### config.mk
export PLATFORM = sky130hd
export DESIGN_NAME = serial_rx
export DESIGN_NICKNAME = d
export VERILOG_FILES = /design/src/rtl/serial_rx.sv
export SDC_FILE = /design/constraint.sdc
export NUM_CORES = 1
export LEC_CHECK = 0
export ABC_AREA = 1
export CAP_MARGIN = 20
export CORE_ASPECT_RATIO = 0.5
export CORE_MARGIN = 2
export CORE_UTILIZATION = 60
export CTS_CLUSTER_DIAMETER = 200
export DETAILED_ROUTE_END_ITERATION = 12
export GPL_ROUTABILITY_DRIVEN = 1
export PLACE_DENSITY = 0.82
export SLEW_MARGIN = 10
export SYNTH_ARGS = -nofsm -noshare
export SYNTH_HDL_FRONTEND = slang
export SYNTH_SLANG_ARGS = --single-unit
### constraint.sdc
create_clock -name clk -period 3.45 [get_ports clk]
set_input_delay 0.69 -clock clk [delete_from_list [all_inputs] [get_ports clk]]
set_output_delay 0.69 -clock clk [all_outputs]
set_load 0.1 [all_outputs]
### src/rtl/serial_rx.sv
`timescale 1ns/1ps
// 8N1 UART receiver: double-flop synchronizer, mid-bit sampling FSM,
// one-cycle strobes for good bytes and framing errors.
module serial_rx #(
   parameter int CLK_PER_BIT = 434
) (
   input  logic       clk,
   input  logic       rst,
   input  logic       rx,
   output logic [7:0] data,
   output logic       new_data,
   output logic       frame_err,
   output logic       busy
);

   localparam int HALF = CLK_PER_BIT / 2;
   localparam int CW   = $clog2(CLK_PER_BIT);
   localparam logic [CW-1:0] CTR_HALF = CW'(HALF - 1);
   localparam logic [CW-1:0] CTR_LAST = CW'(CLK_PER_BIT - 1);

   typedef enum logic [2:0] {
      IDLE,
      START,
      DATA,
      STOP,
      BRK
   } state_t;

   logic          rx_m;
   logic          rx_s;
   state_t        state;
   logic [CW-1:0] ctr;
   logic [2:0]    bit_idx;
   logic [7:0]    shreg;

   always_ff @(posedge clk) begin
      if (rst) begin
         rx_m <= 1'b1;
         rx_s <= 1'b1;
      end else begin
         rx_m <= rx;
         rx_s <= rx_m;
      end
   end

   always_ff @(posedge clk) begin
      if (rst) begin
         state     <= IDLE;
         ctr       <= '0;
         bit_idx   <= '0;
         shreg     <= '0;
         data      <= '0;
         new_data  <= 1'b0;
         frame_err <= 1'b0;
         busy      <= 1'b0;
      end else begin
         new_data  <= 1'b0;
         frame_err <= 1'b0;
         case (state)
            IDLE: begin
               ctr <= '0;
               if (!rx_s) begin
                  state <= START;
                  busy  <= 1'b1;
               end
            end
            START: begin
               if (ctr == CTR_HALF) begin
                  ctr <= '0;
                  if (!rx_s) begin
                     state   <= DATA;
                     bit_idx <= '0;
                  end else begin
                     state <= IDLE;
                     busy  <= 1'b0;
                  end
               end else begin
                  ctr <= ctr + 1'b1;
               end
            end
            DATA: begin
               if (ctr == CTR_LAST) begin
                  ctr   <= '0;
                  // LSB arrives first, so shift in from the top
                  shreg <= {rx_s, shreg[7:1]};
                  if (bit_idx == 3'd7) state <= STOP;
                  else bit_idx <= bit_idx + 1'b1;
               end else begin
                  ctr <= ctr + 1'b1;
               end
            end
            STOP: begin
               if (ctr == CTR_LAST) begin
                  ctr <= '0;
                  if (rx_s) begin
                     data     <= shreg;
                     new_data <= 1'b1;
                     state    <= IDLE;
                     busy     <= 1'b0;
                  end else begin
                     frame_err <= 1'b1;
                     state     <= BRK;
                  end
               end else begin
                  ctr <= ctr + 1'b1;
               end
            end
            BRK: begin
               // held-low line must not look like a fresh start bit
               ctr <= '0;
               if (rx_s) begin
                  state <= IDLE;
                  busy  <= 1'b0;
               end
            end
            default: begin
               state <= IDLE;
               ctr   <= '0;
               busy  <= 1'b0;
            end
         endcase
      end
   end

endmodule
==> run_summary.xml, run 1 <==
<?xml version="1.0" encoding="UTF-8"?>
<metrics>
  <group name="outcome">
    <metric name="run_status" unit="">completed</metric>
  </group>
  <group name="worst_hold_path">
    <metric name="holdCritPathClass" unit="">reg -&gt; reg</metric>
    <metric name="min_to" unit="">rx_s</metric>
    <metric name="worstHoldStart" unit="">rx_m</metric>
    <metric name="worst_hold_path.num_cells" unit="">1</metric>
  </group>
  <group name="worst_setup_path">
    <metric name="element_type_at_the_critical_path_start" unit="">flop</metric>
    <metric name="required" unit="ns">2.76</metric>
    <metric name="critical_path_data_arrival_time" unit="ns">1.78</metric>
    <metric name="regToRegSetupSlack" unit="ns">1.88</metric>
    <metric name="critical_path.max_stage_delay" unit="ns">1.15</metric>
    <metric name="crit_chain" unit="">clkdlybuf4s50_1</metric>
    <metric name="critPathTopFamily" unit="">buffers and inverters</metric>
    <metric name="crit_slowest_cell" unit="">sky130_fd_sc_hd__clkdlybuf4s50_1</metric>
    <metric name="cp_max_fo" unit="">2</metric>
    <metric name="timing.critical_path.to_type" unit="">output pin</metric>
    <metric name="r2r_cells" unit="">9</metric>
    <metric name="criticalPathCategory" unit="">reg -&gt; out</metric>
    <metric name="crit_path_from" unit="">data[1]</metric>
    <metric name="worstReg2RegStart" unit="">ctr[1]</metric>
    <metric name="worst_r2r_end" unit="">ctr[5]</metric>
    <metric name="cp_num_buf_inv" unit="">1</metric>
  </group>
  <group name="placed_design">
    <metric name="gp_congestion" unit="">0.8954</metric>
    <metric name="placed_area" unit="mm^2">0.001812</metric>
    <metric name="dp_hpwl" unit="um">2127</metric>
    <metric name="buffer_ports.inserted" unit="">13</metric>
  </group>
  <group name="clocking">
    <metric name="tritoncts_num_sinks" unit="">36</metric>
    <metric name="clk_latency" unit="ns">0.29</metric>
    <metric name="cts_hold_repair_buffers" unit="">0</metric>
    <metric name="postCtsResizedCells" unit="">0</metric>
    <metric name="cts_tree" unit="">built</metric>
    <metric name="worst_setup_hold_path_clk_slew" unit="ns">0.07</metric>
    <metric name="tritoncts.num_buffers" unit="">5</metric>
    <metric name="cts_max_level" unit="">2</metric>
    <metric name="ctsLongestPathBuffers" unit="">2</metric>
    <metric name="post_cts_buffers" unit="">0</metric>
    <metric name="clk_root_buffer_cell" unit="">sky130_fd_sc_hd__clkbuf_8</metric>
  </group>
  <group name="layout">
    <metric name="diodes" unit="">0</metric>
    <metric name="post_route_cell_area" unit="mm^2">0.001923</metric>
    <metric name="drive_above_1_share" unit="">0.1644</metric>
    <metric name="area_growth" unit="%">15.48</metric>
    <metric name="nNetsFinal" unit="">232</metric>
  </group>
  <group name="power_and_ir_drop">
    <metric name="power_frac_clock" unit="">0.290</metric>
    <metric name="sw_frac_of_total" unit="">0.3657</metric>
    <metric name="pwr_density_cell" unit="mW/mm^2">658.4</metric>
    <metric name="p_leak" unit="nW">0.7919</metric>
    <metric name="internal_power" unit="uW">803.1</metric>
    <metric name="power_frac_comb" unit="">0.328</metric>
    <metric name="power.ir.vdd_worst" unit="mV">0.3480</metric>
    <metric name="switchingPower" unit="uW">463.0</metric>
    <metric name="portion_of_total_power_attributed_to_sequential_cells" unit="">0.383</metric>
  </group>
  <group name="synth">
    <metric name="ys_async_sr_fraction" unit="">0</metric>
    <metric name="yosys_warnings" unit="">0</metric>
    <metric name="synth_area_per_inst" unit="um^2">8.045</metric>
    <metric name="netlist_top_cells_area" unit="">sky130_fd_sc_hd__dfxtp_1, sky130_fd_sc_hd__nor2_1, sky130_fd_sc_hd__nand2_1</metric>
    <metric name="synth_edf_count" unit="">0</metric>
    <metric name="synthMostInstantiatedCell" unit="">sky130_fd_sc_hd__dfxtp_1</metric>
    <metric name="yosysTopAreaCellShare" unit="">0.4328</metric>
    <metric name="total_standard_cell_area_after_synthesis" unit="mm^2">0.001665</metric>
    <metric name="most_frequent_cells_after_synthesis" unit="">sky130_fd_sc_hd__dfxtp_1, sky130_fd_sc_hd__nor2_1, sky130_fd_sc_hd__nand2_1</metric>
    <metric name="postSynthCellCount" unit="">207</metric>
    <metric name="synth_top_cell_by_area" unit="">sky130_fd_sc_hd__dfxtp_1</metric>
    <metric name="synth_seq_cells" unit="">36</metric>
    <metric name="ys.flop_type" unit="">sky130_fd_sc_hd__dfxtp_1</metric>
    <metric name="synth.distinct_cells" unit="">34</metric>
    <metric name="ys_seq_area_frac" unit="">0.4328</metric>
    <metric name="mappedNetlistNets" unit="">215</metric>
  </group>
  <group name="sta">
    <metric name="setup_total_negative_slack" unit="ns">0</metric>
    <metric name="post-route-min-period" unit="ns">2.471</metric>
    <metric name="final.period_utilization" unit="">0.7163</metric>
    <metric name="achievable-frequency" unit="MHz">404.6</metric>
    <metric name="maxSlewHeadroom" unit="">0.3396</metric>
    <metric name="setup_viol_count_final" unit="">0</metric>
    <metric name="clock_skew" unit="ns">0.007229</metric>
    <metric name="setup_repair_after_global_routing_missed_its_margin" unit="">false</metric>
    <metric name="timing.final.max_slew_violations" unit="">0</metric>
    <metric name="hold_viol_final" unit="">0</metric>
    <metric name="tightest_slew" unit="ns">0.9875</metric>
  </group>
  <group name="drt">
    <metric name="post_drt_via_cell_ratio" unit="">5.099</metric>
    <metric name="drcViolationCount" unit="">0</metric>
    <metric name="detailroute.via_count" unit="">1336</metric>
    <metric name="wl_per_instance" unit="um">11.40</metric>
    <metric name="routed_wl" unit="um">2986</metric>
    <metric name="first_iter_violations" unit="">70</metric>
    <metric name="antenna_left" unit="">0</metric>
    <metric name="drt_first_pass_iters" unit="">5</metric>
  </group>
  <group name="global_route">
    <metric name="antenna_found_initial" unit="">0</metric>
    <metric name="global_route.overflow_total" unit="">0</metric>
    <metric name="grt_pass1_vias" unit="">1133</metric>
    <metric name="grt_pass1_wl" unit="um">4754</metric>
    <metric name="grt_use_total" unit="">0.2059</metric>
    <metric name="grt_start_max_net_pins" unit="">17</metric>
  </group>
  <group name="job">
    <metric name="maxCapViolations" unit="">0</metric>
  </group>
  <group name="floorplanning">
    <metric name="die_area" unit="mm^2">0.003239</metric>
    <metric name="die-width" unit="um">78.51</metric>
    <metric name="io-pin-count" unit="">14</metric>
    <metric name="dieHeight" unit="um">41.26</metric>
    <metric name="design.core.area" unit="mm^2">0.002619</metric>
    <metric name="start_util" unit="">0.6359</metric>
    <metric name="site_rows" unit="">13</metric>
  </group>
</metrics>
placed cells by master (no fill, tap or decap), drive strengths merged:
master         count
nor2              40
dfxtp             36
nand2             34
inv               32
clkdlybuf4s50     13
o21ai             13
a21oi             11
a211oi             7
ha                 5
clkbuf             5
nor3               5
nand3              5
xor2               4
a31oi              2
nor3b              2
or2                2
clkinv             2
xnor2              1
nand3b             1
nand4              1
o21a               1
clkinvlp           1
bufinv             1
buf                1
stage by stage:
stage	util	setup WS (ns)	std cells	hold WS (ns)	power, mW
floorplan	-	1.818	207	0.3895	0.8342
global placement	0.6918	1.305	254	0.3942	0.8907
detailed placement	0.6918	1.296	254	0.3947	0.9043
CTS	0.7344	0.9656	262	0.4127	1.273
global route	0.7344	0.9213	262	0.4174	1.341
finish	0.7344	0.9787	262	0.4107	1.266
layer usage:
layer | vias up | track usage | routed length [um]
met4 | 0 | 0.1404 | 74
li1 | 685 | - | -
met3 | 14 | 0.07269 | 131
met1 | 610 | 0.2088 | 1322
met5 | - | 0 | 0
met2 | 27 | 0.3889 | 1457
sequential cells by signal, summed over array words and instances (netlist names):
register / flops
ctr: 9
rx_s: 1
frame_err: 1
new_data: 1
shreg: 8
data: 8
rx_m: 1
busy: 1
bit_idx: 3
state: 3
power by group through the flow:
stage	clock network, mW	registers (mW)	logic, mW
after global placement	0	0.490	0.400
after global routing	0.392	0.489	0.461
final	0.367	0.485	0.415
after CTS	0.376	0.483	0.414
after detailed placement	0	0.493	0.412
after floorplan	0	0.526	0.308
logic make-up (layout without fill, tap and decap cells):
group / Yosys count / after routing / synth area share
flip-flops: 36 / 36 / 0.4328
buffers and inverters: 37 / 55 / 0.1014
AND/OR/NAND/NOR: 90 / 90 / 0.2675
AO/OA/AOI/OAI: 34 / 34 / 0.1345
XOR/XNOR: 5 / 5 / 0.02629
adder cells (fa/ha/maj): 5 / 5 / 0.03757
cell type report:
cell class	instances	area [um^2]
repair buffers	14	137.6
clock buffers	5	68.82
clock inverters	3	42.54
well taps	37	46.29
inverters	33	131.4
multi-input cells	134	775.7
flip-flops and latches	36	720.7
fillers	200	695.7
how the worst max path moves through the flow:
stage	endpoint	slack [ns]	cells past startpoint
global placement	data[3]	1.31	1
finish	data[1]	0.98	1
detailed placement	data[4]	1.30	1
floorplan	data[3]	1.82	0
CTS	data[1]	0.97	1
global route	data[4]	0.92	1
Power figures use the tool's default switching activity.
==> run 2, diff against run 1 <==
CORE_UTILIZATION = 51   (was 60)
PLACE_DENSITY = 0.74   (was 0.82)
clock period = 2.16 ns   (was 3.45 ns; I/O delays follow)
==> run 2 against run 1 <==
Effect of this change: worst setup slack worse by 0.33 ns; wire length is 5.0% lower; clock skew hardly changed; via count is 4.5% lower; core utilization is 12 points lower; first-iteration DRC count is 8.6% higher; die area is 16% higher; clock power is 59% higher; worst hold slack better by 0.017 ns; sequential cell count stayed put; cell count is 1.1% higher; design area is 1.4% lower; critical endpoint is now ctr[2]; largest cell class unchanged; highest routed layer unchanged.
==> run_summary.xml, run 2 (synthesis gave the netlist of run 1 again) <==
<?xml version="1.0" encoding="UTF-8"?>
<metrics>
  <group name="worst_setup_path">
    <metric name="timing.critical_path.to_type" unit="">flop</metric>
    <metric name="element_type_at_the_critical_path_start" unit="">flop</metric>
    <metric name="worstReg2RegStart" unit="">ctr[1]</metric>
    <metric name="worst_r2r_end" unit="">ctr[2]</metric>
    <metric name="cp_max_fo" unit="">9</metric>
    <metric name="criticalPathCategory" unit="">reg -&gt; reg</metric>
    <metric name="r2r_cells" unit="">9</metric>
    <metric name="required" unit="ns">2.34</metric>
    <metric name="critical_path_data_arrival_time" unit="ns">1.69</metric>
    <metric name="crit_path_from" unit="">ctr[1]</metric>
    <metric name="cp-endpoint" unit="">ctr[2]</metric>
    <metric name="regToRegSetupSlack" unit="ns">0.65</metric>
  </group>
  <group name="drt">
    <metric name="post_drt_via_cell_ratio" unit="">4.815</metric>
    <metric name="drt_first_pass_iters" unit="">4</metric>
    <metric name="antenna_left" unit="">0</metric>
    <metric name="wl_per_instance" unit="um">10.71</metric>
    <metric name="drcViolationCount" unit="">0</metric>
    <metric name="detailroute.via_count" unit="">1276</metric>
    <metric name="first_iter_violations" unit="">76</metric>
    <metric name="routed_wl" unit="um">2837</metric>
  </group>
  <group name="layout">
    <metric name="final.fill_count" unit="">257</metric>
    <metric name="nNetsFinal" unit="">232</metric>
    <metric name="largest_reg_by_ff_count" unit="">ctr</metric>
    <metric name="biggestRegsByFlops" unit="">ctr (9), data (8), shreg (8)</metric>
    <metric name="layout_common_cells" unit="">sky130_fd_sc_hd__dfxtp_1, sky130_fd_sc_hd__nor2_1, sky130_fd_sc_hd__nand2_1, sky130_fd_sc_hd__inv_1, sky130_fd_sc_hd__buf_4</metric>
    <metric name="drive_above_1_share" unit="">0.2089</metric>
    <metric name="largest_register_ffs" unit="">9</metric>
    <metric name="area_growth" unit="%">13.82</metric>
    <metric name="diodes" unit="">0</metric>
    <metric name="layout_commonest_cell" unit="">sky130_fd_sc_hd__dfxtp_1</metric>
  </group>
  <group name="power_and_ir_drop">
    <metric name="p_leak" unit="nW">0.8152</metric>
    <metric name="post-layout-total-power" unit="mW">2.008</metric>
    <metric name="pwr_density_cell" unit="mW/mm^2">1059</metric>
    <metric name="power.ir.vdd_worst" unit="mV">0.4488</metric>
  </group>
  <group name="sta">
    <metric name="timing.final.max_slew_violations" unit="">0</metric>
    <metric name="maxSlewHeadroom" unit="">0.7257</metric>
    <metric name="tightest_slew" unit="ns">0.4110</metric>
    <metric name="setup_viol_count_final" unit="">0</metric>
    <metric name="achievable-frequency" unit="MHz">660.4</metric>
    <metric name="hold_viol_final" unit="">0</metric>
    <metric name="setup_total_negative_slack" unit="ns">0</metric>
    <metric name="clock_skew" unit="ns">0.007101</metric>
    <metric name="post-route-min-period" unit="ns">1.514</metric>
    <metric name="fin_worst_hold_slack" unit="ns">0.4274</metric>
    <metric name="final.period_utilization" unit="">0.7011</metric>
    <metric name="setup_repair_after_global_routing_missed_its_margin" unit="">false</metric>
  </group>
  <group name="global_route">
    <metric name="grt_start_max_net_pins" unit="">17</metric>
    <metric name="grt_pass1_wl" unit="um">4871</metric>
    <metric name="grt_pass1_vias" unit="">1163</metric>
    <metric name="grt_use_total" unit="">0.1676</metric>
    <metric name="global_route.overflow_total" unit="">0</metric>
    <metric name="antenna_found_initial" unit="">0</metric>
  </group>
  <group name="clocking">
    <metric name="ctsLongestPathBuffers" unit="">2</metric>
    <metric name="cts_tree" unit="">built</metric>
    <metric name="worst_setup_hold_path_clk_slew" unit="ns">0.07</metric>
    <metric name="post_cts_buffers" unit="">0</metric>
    <metric name="postCtsResizedCells" unit="">0</metric>
    <metric name="cts_max_level" unit="">2</metric>
    <metric name="cts_hold_repair_buffers" unit="">0</metric>
    <metric name="tritoncts.num_buffers" unit="">5</metric>
    <metric name="clk_root_buffer_cell" unit="">sky130_fd_sc_hd__clkbuf_8</metric>
    <metric name="clk_latency" unit="ns">0.29</metric>
    <metric name="tritoncts_num_sinks" unit="">36</metric>
  </group>
  <group name="floorplanning">
    <metric name="dieHeight" unit="um">44.41</metric>
    <metric name="design.core.area" unit="mm^2">0.003065</metric>
    <metric name="io-pin-count" unit="">14</metric>
    <metric name="die_area" unit="mm^2">0.003766</metric>
    <metric name="die-width" unit="um">84.82</metric>
    <metric name="start_util" unit="">0.5433</metric>
    <metric name="site_rows" unit="">14</metric>
  </group>
  <group name="placed_design">
    <metric name="gp_congestion" unit="">0.9171</metric>
    <metric name="dp_hpwl" unit="um">2005</metric>
    <metric name="buffer_ports.inserted" unit="">13</metric>
  </group>
  <group name="worst_hold_path">
    <metric name="worstHoldStart" unit="">rx_m</metric>
    <metric name="worst_hold_path.num_cells" unit="">1</metric>
    <metric name="holdCritPathClass" unit="">reg -&gt; reg</metric>
  </group>
  <group name="outcome">
    <metric name="run_status" unit="">completed</metric>
  </group>
  <group name="job">
    <metric name="maxCapViolations" unit="">0</metric>
  </group>
</metrics>
## run 2: how the worst min path moves through the flow
stage	end
2_1_floorplan	rx_s
3_3_place_gp	rx_s
3_5_place_dp	rx_s
4_1_cts	rx_s
5_1_grt	rx_s
6_report	rx_s
## run 2: worst max-delay path, cell delays in order (launching register included)
cell and delay [ns]:
sky130_fd_sc_hd__dfxtp_1 0.32, sky130_fd_sc_hd__inv_1 0.10, sky130_fd_sc_hd__ha_1 0.15, sky130_fd_sc_hd__nand2_1 0.06, sky130_fd_sc_hd__nor2_2 0.10, sky130_fd_sc_hd__nand2_2 0.12
sky130_fd_sc_hd__nand2_1 0.11, sky130_fd_sc_hd__nand2_2 0.11, sky130_fd_sc_hd__o21ai_4 0.26, sky130_fd_sc_hd__nor3_1 0.07
## run 2: stage by stage
stage / setup WS, ns / utilization / cells / cell area, um^2
final: 0.6457 / 0.6184 / 265 / 1896
after floorplan: 0.7864 / - / 207 / 1665
after CTS: 0.6430 / 0.6184 / 265 / 1896
after detailed placement: 0.5175 / 0.5833 / 257 / 1788
after global routing: 0.4982 / 0.6184 / 265 / 1896
after global placement: 0.5123 / 0.5833 / 257 / 1788
## run 2: where the power goes
group,leakage (nW),switching (mW),internal (mW)
clock,0.0552,0.240,0.342
sequential,0.292,0.0497,0.723
combinational,0.469,0.437,0.215
total,0.815,0.727,1.28
## run 2: area by class of cell
type	count	area, um^2	share of cell area
multi-input combinational	134	775.7	0.4092
sequential	36	720.7	0.3802
inverter	33	131.4	0.06931
timing repair buffer	14	110.1	0.05809
clock buffer	6	72.57	0.03828
tap	40	50.05	0.02640
clock inverter	2	35.03	0.01848
## run 2: routing by layer
layer | part of all wire | global-route usage | vias to the layer above
li1 | - | - | 684
met1 | 0.52 | 0.2055 | 567
met2 | 0.43 | 0.2803 | 17
met3 | 0.031 | 0.04478 | 8
met4 | 0.019 | 0.08571 | 0
met5 | 0 | 0 | -
